File: config.mk
export PLATFORM = sky130hd
export DESIGN_NAME = led_scan_ctrl
export DESIGN_NICKNAME = d
export VERILOG_FILES = /design/src/rtl/led_scan_ctrl.sv
export SDC_FILE = /design/constraint.sdc
export NUM_CORES = 1
export LEC_CHECK = 0
export ABC_CLOCK_PERIOD_IN_PS = 7100
export CAP_MARGIN = 20
export CORE_ASPECT_RATIO = 0.5
export CORE_UTILIZATION = 62
export DETAILED_ROUTE_END_ITERATION = 8
export GPL_ROUTABILITY_DRIVEN = 0
export PLACE_DENSITY = 0.88
export SLEW_MARGIN = 20
export SYNTH_ARGS = -nofsm -noshare
export SYNTH_HDL_FRONTEND = slang
export SYNTH_SLANG_ARGS = --single-unit
File: constraint.sdc
create_clock -name clk -period 7.1 [get_ports clk]
set_input_delay 1.42 -clock clk [delete_from_list [all_inputs] [get_ports clk]]
set_output_delay 1.42 -clock clk [all_outputs]
set_load 0.1 [all_outputs]
File: src/rtl/led_scan_ctrl.sv
// led_scan_ctrl: multiplexed 8-digit 7-segment scan controller.
//
// Each digit stays selected for CLK_DIV enabled clock cycles. The first
// BLANK_CYCLES cycles of every digit slot drive seg = 0 to suppress ghosting.
// Display data is double-buffered: host writes land in a shadow buffer and
// are copied to the active buffer only at a frame boundary (or immediately
// when scanning is disabled), so a frame is never torn.
//
// Ports:
//   clk        system clock, rising edge
//   rst        asynchronous, active-high reset
//   en         scan enable; when low, prescaler and pointer hold, seg = 0
//   load       single-cycle write strobe into the shadow buffer
//   load_data  8 hex nibbles, nibble i -> digit i
//   load_dp    per-digit decimal point enable
//   load_blank per-digit blank (set bit forces seg = 0 for that digit)
//   cs_pointer selected digit index, 0..7
//   seg        {dp,g,f,e,d,c,b,a}, active high, registered
//   frame_done one-cycle pulse after the 7->0 pointer wrap
//   pending    shadow buffer holds data not yet committed
module led_scan_ctrl #(
  parameter int unsigned CLK_DIV      = 50000,
  parameter int unsigned BLANK_CYCLES = 16
) (
  input  logic        clk,
  input  logic        rst,
  input  logic        en,
  input  logic        load,
  input  logic [31:0] load_data,
  input  logic [7:0]  load_dp,
  input  logic [7:0]  load_blank,
  output logic [2:0]  cs_pointer,
  output logic [7:0]  seg,
  output logic        frame_done,
  output logic        pending
);

  localparam int unsigned    CW        = (CLK_DIV > 1) ? $clog2(CLK_DIV) : 1;
  localparam logic [CW-1:0]  TERM      = CW'(CLK_DIV - 1);
  localparam logic [CW-1:0]  BLANK_END = CW'(BLANK_CYCLES);

  function automatic logic [6:0] hex7(input logic [3:0] n);
    logic [6:0] s;
    unique case (n)
      4'h0: s = 7'h3F;
      4'h1: s = 7'h06;
      4'h2: s = 7'h5B;
      4'h3: s = 7'h4F;
      4'h4: s = 7'h66;
      4'h5: s = 7'h6D;
      4'h6: s = 7'h7D;
      4'h7: s = 7'h07;
      4'h8: s = 7'h7F;
      4'h9: s = 7'h6F;
      4'hA: s = 7'h77;
      4'hB: s = 7'h7C;
      4'hC: s = 7'h39;
      4'hD: s = 7'h5E;
      4'hE: s = 7'h79;
      default: s = 7'h71;
    endcase
    return s;
  endfunction

  logic [CW-1:0] cnt, cnt_nx;
  logic [2:0]    ptr_nx;
  logic          tick, wrap, commit;

  logic [31:0]   sh_data, act_data, act_data_nx;
  logic [7:0]    sh_dp, sh_blank;
  logic [7:0]    act_dp, act_blank, act_dp_nx, act_blank_nx;
  logic [3:0]    nib;
  logic [7:0]    seg_nx;

  always_comb begin
    tick   = en && (cnt == TERM);
    wrap   = tick && (cs_pointer == 3'd7);
    // With scanning stopped there is no frame to tear, so commit at once.
    commit = pending && (wrap || !en);

    cnt_nx = cnt;
    ptr_nx = cs_pointer;
    if (en) begin
      if (tick) begin
        cnt_nx = '0;
        ptr_nx = cs_pointer + 3'd1;
      end else begin
        cnt_nx = cnt + CW'(1);
      end
    end

    act_data_nx  = commit ? sh_data  : act_data;
    act_dp_nx    = commit ? sh_dp    : act_dp;
    act_blank_nx = commit ? sh_blank : act_blank;

    // seg is built from post-edge state so it always matches cs_pointer.
    nib    = act_data_nx[{ptr_nx, 2'b00} +: 4];
    seg_nx = '0;
    if (en && (cnt_nx >= BLANK_END) && !act_blank_nx[ptr_nx])
      seg_nx = {act_dp_nx[ptr_nx], hex7(nib)};
  end

  always_ff @(posedge clk or posedge rst) begin
    if (rst) begin
      cnt        <= '0;
      cs_pointer <= '0;
      seg        <= '0;
      frame_done <= 1'b0;
      pending    <= 1'b0;
      sh_data    <= '0;
      sh_dp      <= '0;
      sh_blank   <= '0;
      act_data   <= '0;
      act_dp     <= '0;
      act_blank  <= '0;
    end else begin
      cnt        <= cnt_nx;
      cs_pointer <= ptr_nx;
      seg        <= seg_nx;
      frame_done <= wrap;
      act_data   <= act_data_nx;
      act_dp     <= act_dp_nx;
      act_blank  <= act_blank_nx;
      // A load coinciding with a commit lands after the commit has taken the
      // old shadow, leaving pending set for the next frame boundary.
      if (load) begin
        sh_data  <= load_data;
        sh_dp    <= load_dp;
        sh_blank <= load_blank;
        pending  <= 1'b1;
      end else if (commit) begin
        pending  <= 1'b0;
      end
    end
  end

endmodule

==> flow_metrics.py, run 1 <==
metrics = {
    "clock_tree": {
        "cts_tree": "done",
        "cts_num_sinks": 125,
        "cts_buffer_depth": 2,
        "numCtsBuffers": 17,
        "cts-root-buf": "clkbuf_16",
        "post_cts_buffers": 0,
        "cts_resized": 0,
        "cts_max_level": 4,
        "clock_latency_ns": 0.42,
        "clk_transition_reported_paths_ns": 0.06,
        "cts_hold_buf": 0,
    },
    "pwr": {
        "power_density_nw_per_um2": 299,
        "power.total_w": 0.00231,
        "ir_worst_vdd_mv": 0.172,
        "leakagePower_nw": 3.40,
    },
    "floorplan": {
        "coreArea_sq_um": 9700,
        "start_util": 0.656,
        "dieArea_sq_um": 10700,
        "die_h_microns": 73.6,
        "ioPinCount": 65,
        "row_count": 25,
        "fp.dieW_microns": 145,
    },
    "synthesis": {
        "ys_types": 60,
        "avgSynthCellArea_sq_um": 10.6,
        "ys.flop_type": "dfrtp_1",
        "yosysSeqAreaShare": 0.491,
        "synth_cells": 601,
        "ys_ff_latch": 125,
        "yosys_warnings": 0,
        "async_flop_share": 1.00,
        "synth-edff-count": 0,
        "syn-num-nets": 662,
        "netlist_area_sq_um": 6360,
    },
    "critical_path": {
        "required_ns": 7.42,
        "path_max_fanout": 20,
        "cp_slowest_stage_delay_ns": 0.63,
        "endpoint_kind": "flip-flop",
        "cp.arrival_ns": 5.54,
        "path_cells": "clkdlybuf4s50_1 -> nand4_1 -> nor4_4 -> buf_4 -> xnor2_1 -> buf_4 -> inv_2 -> mux2i_1 -> mux2i_1 -> a211oi_1 -> nor2_1 -> inv_1 -> ha_1 -> nand4b_1 -> o311a_1 -> a311oi_2",
        "critPathLaunchType": "primary input",
        "critical-path-top-delay-family": "buffers and inverters",
        "critPathLaunch": "en",
        "rr_startpoint": "cnt[5]",
        "crit_buf_inv": 5,
        "crit_path_top_delay_cell": "clkdlybuf4s50_1",
        "crit_type": "primary input to flip-flop",
    },
    "global_route": {
        "grt_first_pass_wirelength_microns": 25500,
        "overflow": 0,
        "antenna_found_initial": 0,
        "grt_max_degree": 87,
        "track_usage": 0.318,
        "grt_pass1_vias": 5176,
    },
    "layout": {
        "final_cells": 801,
        "final_nets": 714,
        "drive_gt1_frac": 0.188,
        "syn_to_final_growth_pct": 21.2,
        "num-fill-cells": 557,
        "diodes": 0,
    },
    "drt": {
        "wire_per_inst_microns": 20.0,
        "drt_wl_total_microns": 16100,
        "routed-wl-met2_microns": 7820,
        "vias": 5066,
        "firstDrtPassIters": 7,
        "ant_nets": 0,
        "routed-wl-met3_microns": 1450,
        "drt-initial-drc-count": 506,
        "via_per_inst": 6.32,
        "wl_met1_microns": 6310,
        "topRoutingLayerUsed": "met4",
        "drcViolationCount": 0,
    },
    "job": {
        "cap_violations": 0,
    },
    "outcome": {
        "status": "complete, no violations",
    },
    "hold_path": {
        "hp-start": "act_blank[0]",
        "hp-class": "flip-flop to flip-flop",
    },
    "timing": {
        "setup_viol": 0,
        "finalCritPeriodShare": 0.736,
        "slew_headroom": 0.332,
        "max_freq_ghz": 0.191,
        "fin_skew_ns": 0.0103,
        "worst_slew_pin_slew_ns": 0.998,
        "tns_ns": 0,
        "finalHoldViolCount": 0,
        "period_needed_ns": 5.22,
        "whs_ns": 0.482,
        "grt_setup_unrepaired": "false",
        "drv_slew": 0,
    },
    "placement": {
        "io_buffers": 64,
        "dp_cells": 769,
        "hpwl_microns": 9730,
    },
}
-- area by class of cell --
| cell class | count | area [sq um] | area share |
|---|---|---|---|
| tap | 135 | 169 | 0.0219 |
| clock inverter | 11 | 189 | 0.0245 |
| multi-input combinational | 425 | 3020 | 0.392 |
| timing repair buffer | 71 | 694 | 0.0900 |
| inverter | 13 | 53.8 | 0.00697 |
| sequential | 125 | 3130 | 0.405 |
| clock buffer | 21 | 460 | 0.0597 |
-- cells by family (layout without fill, tap and decap cells) --
kind of cell | after synthesis | after routing | synth area share
flip-flops | 125 | 125 | 0.491
multiplexers | 107 | 107 | 0.204
buffers and inverters | 51 | 116 | 0.0360
XOR/XNOR | 17 | 17 | 0.0234
AND/OR/NAND/NOR | 245 | 245 | 0.175
AO/OA/AOI/OAI | 47 | 47 | 0.0525
adder cells (fa/ha/maj) | 9 | 9 | 0.0177
-- registers in the layout (all words and copies together) (netlist names) --
name        count
frame_done      1
seg             8
sh_data        32
act_data       32
sh_dp           8
pending         1
cnt            16
act_dp          8
sh_blank        8
cs_pointer      3
act_blank       8
-- through the flow --
step	util	area (sq um)	worst slack, ns
finish	0.796	7720	1.88
detailed placement	0.728	7060	1.65
global placement	0.728	7060	1.82
floorplan	-	6360	2.35
CTS	0.795	7710	1.97
global route	0.796	7720	1.77
-- cell usage after synthesis, drive strengths merged, types with 3 or more instances --
cell type  instances  share of area
a211oi             6         0.0071
a21oi             11         0.0086
a31oi              5         0.0049
and3              10          0.011
buf               17          0.015
clkbuf            21          0.013
dfrtp            125           0.49
ha                 9          0.018
inv               13         0.0081
mux2              61           0.11
mux2i             35          0.057
mux4              11          0.039
nand2            146          0.086
nand2b             4         0.0039
nand3             21          0.017
nand4              8         0.0079
nor2              28          0.018
nor3               9         0.0071
o211ai             3         0.0043
o21ai              8         0.0069
or3                3         0.0029
xnor2             12          0.017
xor2               5         0.0069
-- placed cells by master, fill, tap and decap left out, types with 4 or more instances in the layout --
cell type	n
nor3_1	9
dfrtp_1	125
buf_4	7
nand4_1	8
ha_1	9
a21oi_1	11
clkbuf_16	17
mux2i_1	33
a211oi_1	6
mux4_2	11
xor2_1	5
clkdlybuf4s50_1	63
a31oi_1	5
and3_1	9
xnor2_1	12
nor2_1	27
bufinv_16	5
o21ai_0	6
nand3_1	21
nand2_1	146
mux2_2	61
nand2b_1	4
inv_1	9
-- where the power goes --
group	leakage [nW]	total (W)	internal [W]	switching (W)
clock network	0.313	0.000959	0.000640	0.000319
logic	1.55	0.000445	0.000180	0.000265
registers	1.54	0.000904	0.000814	0.0000897
-- final timing paths --
path / slack, ns / cells after the start / endpoint
worst max-delay path: 1.88 / 16 / seg[1]
min in group asynchronous: 1.39 / 2 / sh_blank[0]
worst min register to register: 0.48 / 2 / act_blank[0]
max in group asynchronous: 4.54 / 3 / sh_dp[5]
worst max register to register: 2.57 / 12 / seg[1]
worst min-delay path: 0.48 / 2 / act_blank[0]
-- worst min-delay path: stages (launching register included) --
cell and delay, ns:
dfrtp_1 0.34, nand2_1 0.05, nand2_1 0.06
-- per-layer routing --
layer  GRT usage  up-vias
met4       0.164        0
met2       0.541      291
li1            -     2199
met1       0.373     2514
met5           0        -
met3       0.102       62
Power figures use the tool's default switching activity.
==> run 2, diff against run 1 <==
--- a/config.mk
+++ b/config.mk
@@ -5,13 +5,13 @@
 export SDC_FILE = /design/constraint.sdc
 export NUM_CORES = 1
 export LEC_CHECK = 0
-export ABC_CLOCK_PERIOD_IN_PS = 7100
+export ABC_CLOCK_PERIOD_IN_PS = 5200
 export CAP_MARGIN = 20
 export CORE_ASPECT_RATIO = 0.5
-export CORE_UTILIZATION = 62
+export CORE_UTILIZATION = 57
 export DETAILED_ROUTE_END_ITERATION = 8
 export GPL_ROUTABILITY_DRIVEN = 0
-export PLACE_DENSITY = 0.88
+export PLACE_DENSITY = 0.82
 export SLEW_MARGIN = 20
 export SYNTH_ARGS = -nofsm -noshare
 export SYNTH_HDL_FRONTEND = slang
==> constraint.sdc (replaced) <==
create_clock -name clk -period 5.2 [get_ports clk]
set_input_delay 1.04 -clock clk [delete_from_list [all_inputs] [get_ports clk]]
set_output_delay 1.04 -clock clk [all_outputs]
set_load 0.1 [all_outputs]
==> flow_metrics.py, run 2 (synthesis results as in run 1) <==
metrics = {
    "critical_path": {
        "required_ns": 5.53,
        "reg2reg_depth": 11,
        "path_cells": "clkdlybuf4s50_1 -> nand4_1 -> or4_1 -> mux2i_4 -> inv_4 -> a211oi_1 -> nor2_1 -> inv_1 -> ha_1 -> nand4b_1 -> o311a_1 -> a311oi_2",
        "cp.arrival_ns": 4.62,
        "path_max_fanout": 19,
        "crit_buf_inv": 3,
        "rrSetupSlack_ns": 0.91,
        "critical-path-top-delay-family": "simple AND/OR/NAND/NOR gates",
        "cp_slowest_stage_delay_ns": 0.78,
        "crit_path_top_delay_cell": "or4_1",
        "worst-path-stages": 12,
        "critPathLaunchType": "primary input",
        "crit_type": "primary input to flip-flop",
        "rr_startpoint": "cnt[5]",
        "endpoint_kind": "flip-flop",
        "r2r_end": "seg[1]",
    },
    "layout": {
        "syn_to_final_growth_pct": 20.9,
        "num-fill-cells": 734,
        "diodes": 0,
        "final_cell_mix": "nand2_1, dfrtp_1, clkdlybuf4s50_1",
        "multi_input_area_sq_um": 3020,
        "final_common_cell": "nand2_1",
        "area.sequential_sq_um": 3130,
        "drive_gt1_frac": 0.195,
        "final_nets": 720,
        "reg_top3": "act_data x32, sh_data x32, cnt x16",
        "fin_util": 0.730,
        "fin_area_sq_um": 7700,
    },
    "outcome": {
        "status": "complete, no violations",
    },
    "drt": {
        "via_per_inst": 6.00,
        "drcViolationCount": 0,
        "vias": 4869,
        "firstDrtPassIters": 6,
        "wire_per_inst_microns": 18.5,
        "ant_nets": 0,
        "drt_wl_total_microns": 15000,
        "drt-initial-drc-count": 396,
    },
    "clock_tree": {
        "numCtsBuffers": 17,
        "cts_buffer_depth": 2,
        "cts_hold_buf": 0,
        "cts_max_level": 4,
        "cts_num_sinks": 125,
        "cts_resized": 0,
        "cts_tree": "done",
        "post_cts_buffers": 0,
        "clock_latency_ns": 0.42,
        "cts-root-buf": "clkbuf_16",
        "clk_transition_reported_paths_ns": 0.06,
    },
    "floorplan": {
        "fp.dieW_microns": 151,
        "coreArea_sq_um": 10500,
        "dieArea_sq_um": 11600,
        "start_util": 0.604,
        "die_h_microns": 76.7,
        "ioPinCount": 65,
        "row_count": 26,
    },
    "hold_path": {
        "hp-start": "act_data[17]",
        "hp-class": "flip-flop to flip-flop",
        "hold-path-cell-count": 2,
        "hold-path-endpoint": "act_data[17]",
    },
    "pwr": {
        "power.total_w": 0.00299,
        "leakagePower_nw": 3.39,
        "ir_worst_vdd_mv": 0.238,
        "power_density_nw_per_um2": 389,
    },
    "timing": {
        "period_needed_ns": 4.30,
        "finalHoldViolCount": 0,
        "drv_slew": 0,
        "worst_slew_pin_slew_ns": 1.01,
        "fin_skew_ns": 0.00980,
        "tns_ns": 0,
        "finalCritPeriodShare": 0.826,
        "max_freq_ghz": 0.233,
        "setup_viol": 0,
        "grt_setup_unrepaired": "false",
        "slew_headroom": 0.322,
    },
    "global_route": {
        "grt_pass1_vias": 4967,
        "antenna_found_initial": 0,
        "grt_first_pass_wirelength_microns": 25200,
        "overflow": 0,
        "track_usage": 0.287,
        "grt_max_degree": 64,
    },
    "placement": {
        "hpwl_microns": 10100,
        "dpl_cell_area_sq_um": 7110,
        "io_buffers": 64,
    },
    "job": {
        "cap_violations": 0,
    },
}
-- run 2: cell type report --
type                       count  area share
inverter                      13     0.00699
clock buffer                  19      0.0576
clock inverter                13      0.0185
multi-input combinational    425       0.392
sequential                   125       0.406
tap                          140      0.0228
timing repair buffer          77      0.0956
-- run 2: worst max-delay path by stage --
stage               from           end  slack [ns]
floorplan            rst  act_blank[0]        0.83
global placement      en        seg[1]        0.63
detailed placement    en        seg[1]        0.54
CTS                   en        seg[1]        0.94
global route          en        seg[6]        0.73
finish                en        seg[1]        0.90
-- run 2: through the flow --
stage,hold WS [ns],setup WS [ns],instances
after global placement,0.453,0.625,780
final,0.478,0.904,812
after floorplan,0.441,0.832,601
after detailed placement,0.466,0.537,780
after global routing,0.498,0.733,812
after CTS,0.480,0.944,812
-- run 2: power breakdown --
part | switching [W] | internal (W) | total, W
Clock | 0.000450 | 0.000718 | 0.00117
Combinational | 0.000344 | 0.000247 | 0.000592
Sequential | 0.000124 | 0.00111 | 0.00124
Total | 0.000918 | 0.00208 | 0.00299
-- run 2: worst min-delay path: stages (launching register included) --
cell     delay (ns)
dfrtp_1        0.34
nand2_1        0.05
nand2_1        0.05
-- run 2: metal layers --
layer,vias up,share of wire,GRT usage
met5,-,0,0
met4,0,0.016,0.0960
met3,31,0.079,0.0863
met2,200,0.47,0.451
met1,2428,0.43,0.381
li1,2210,-,-
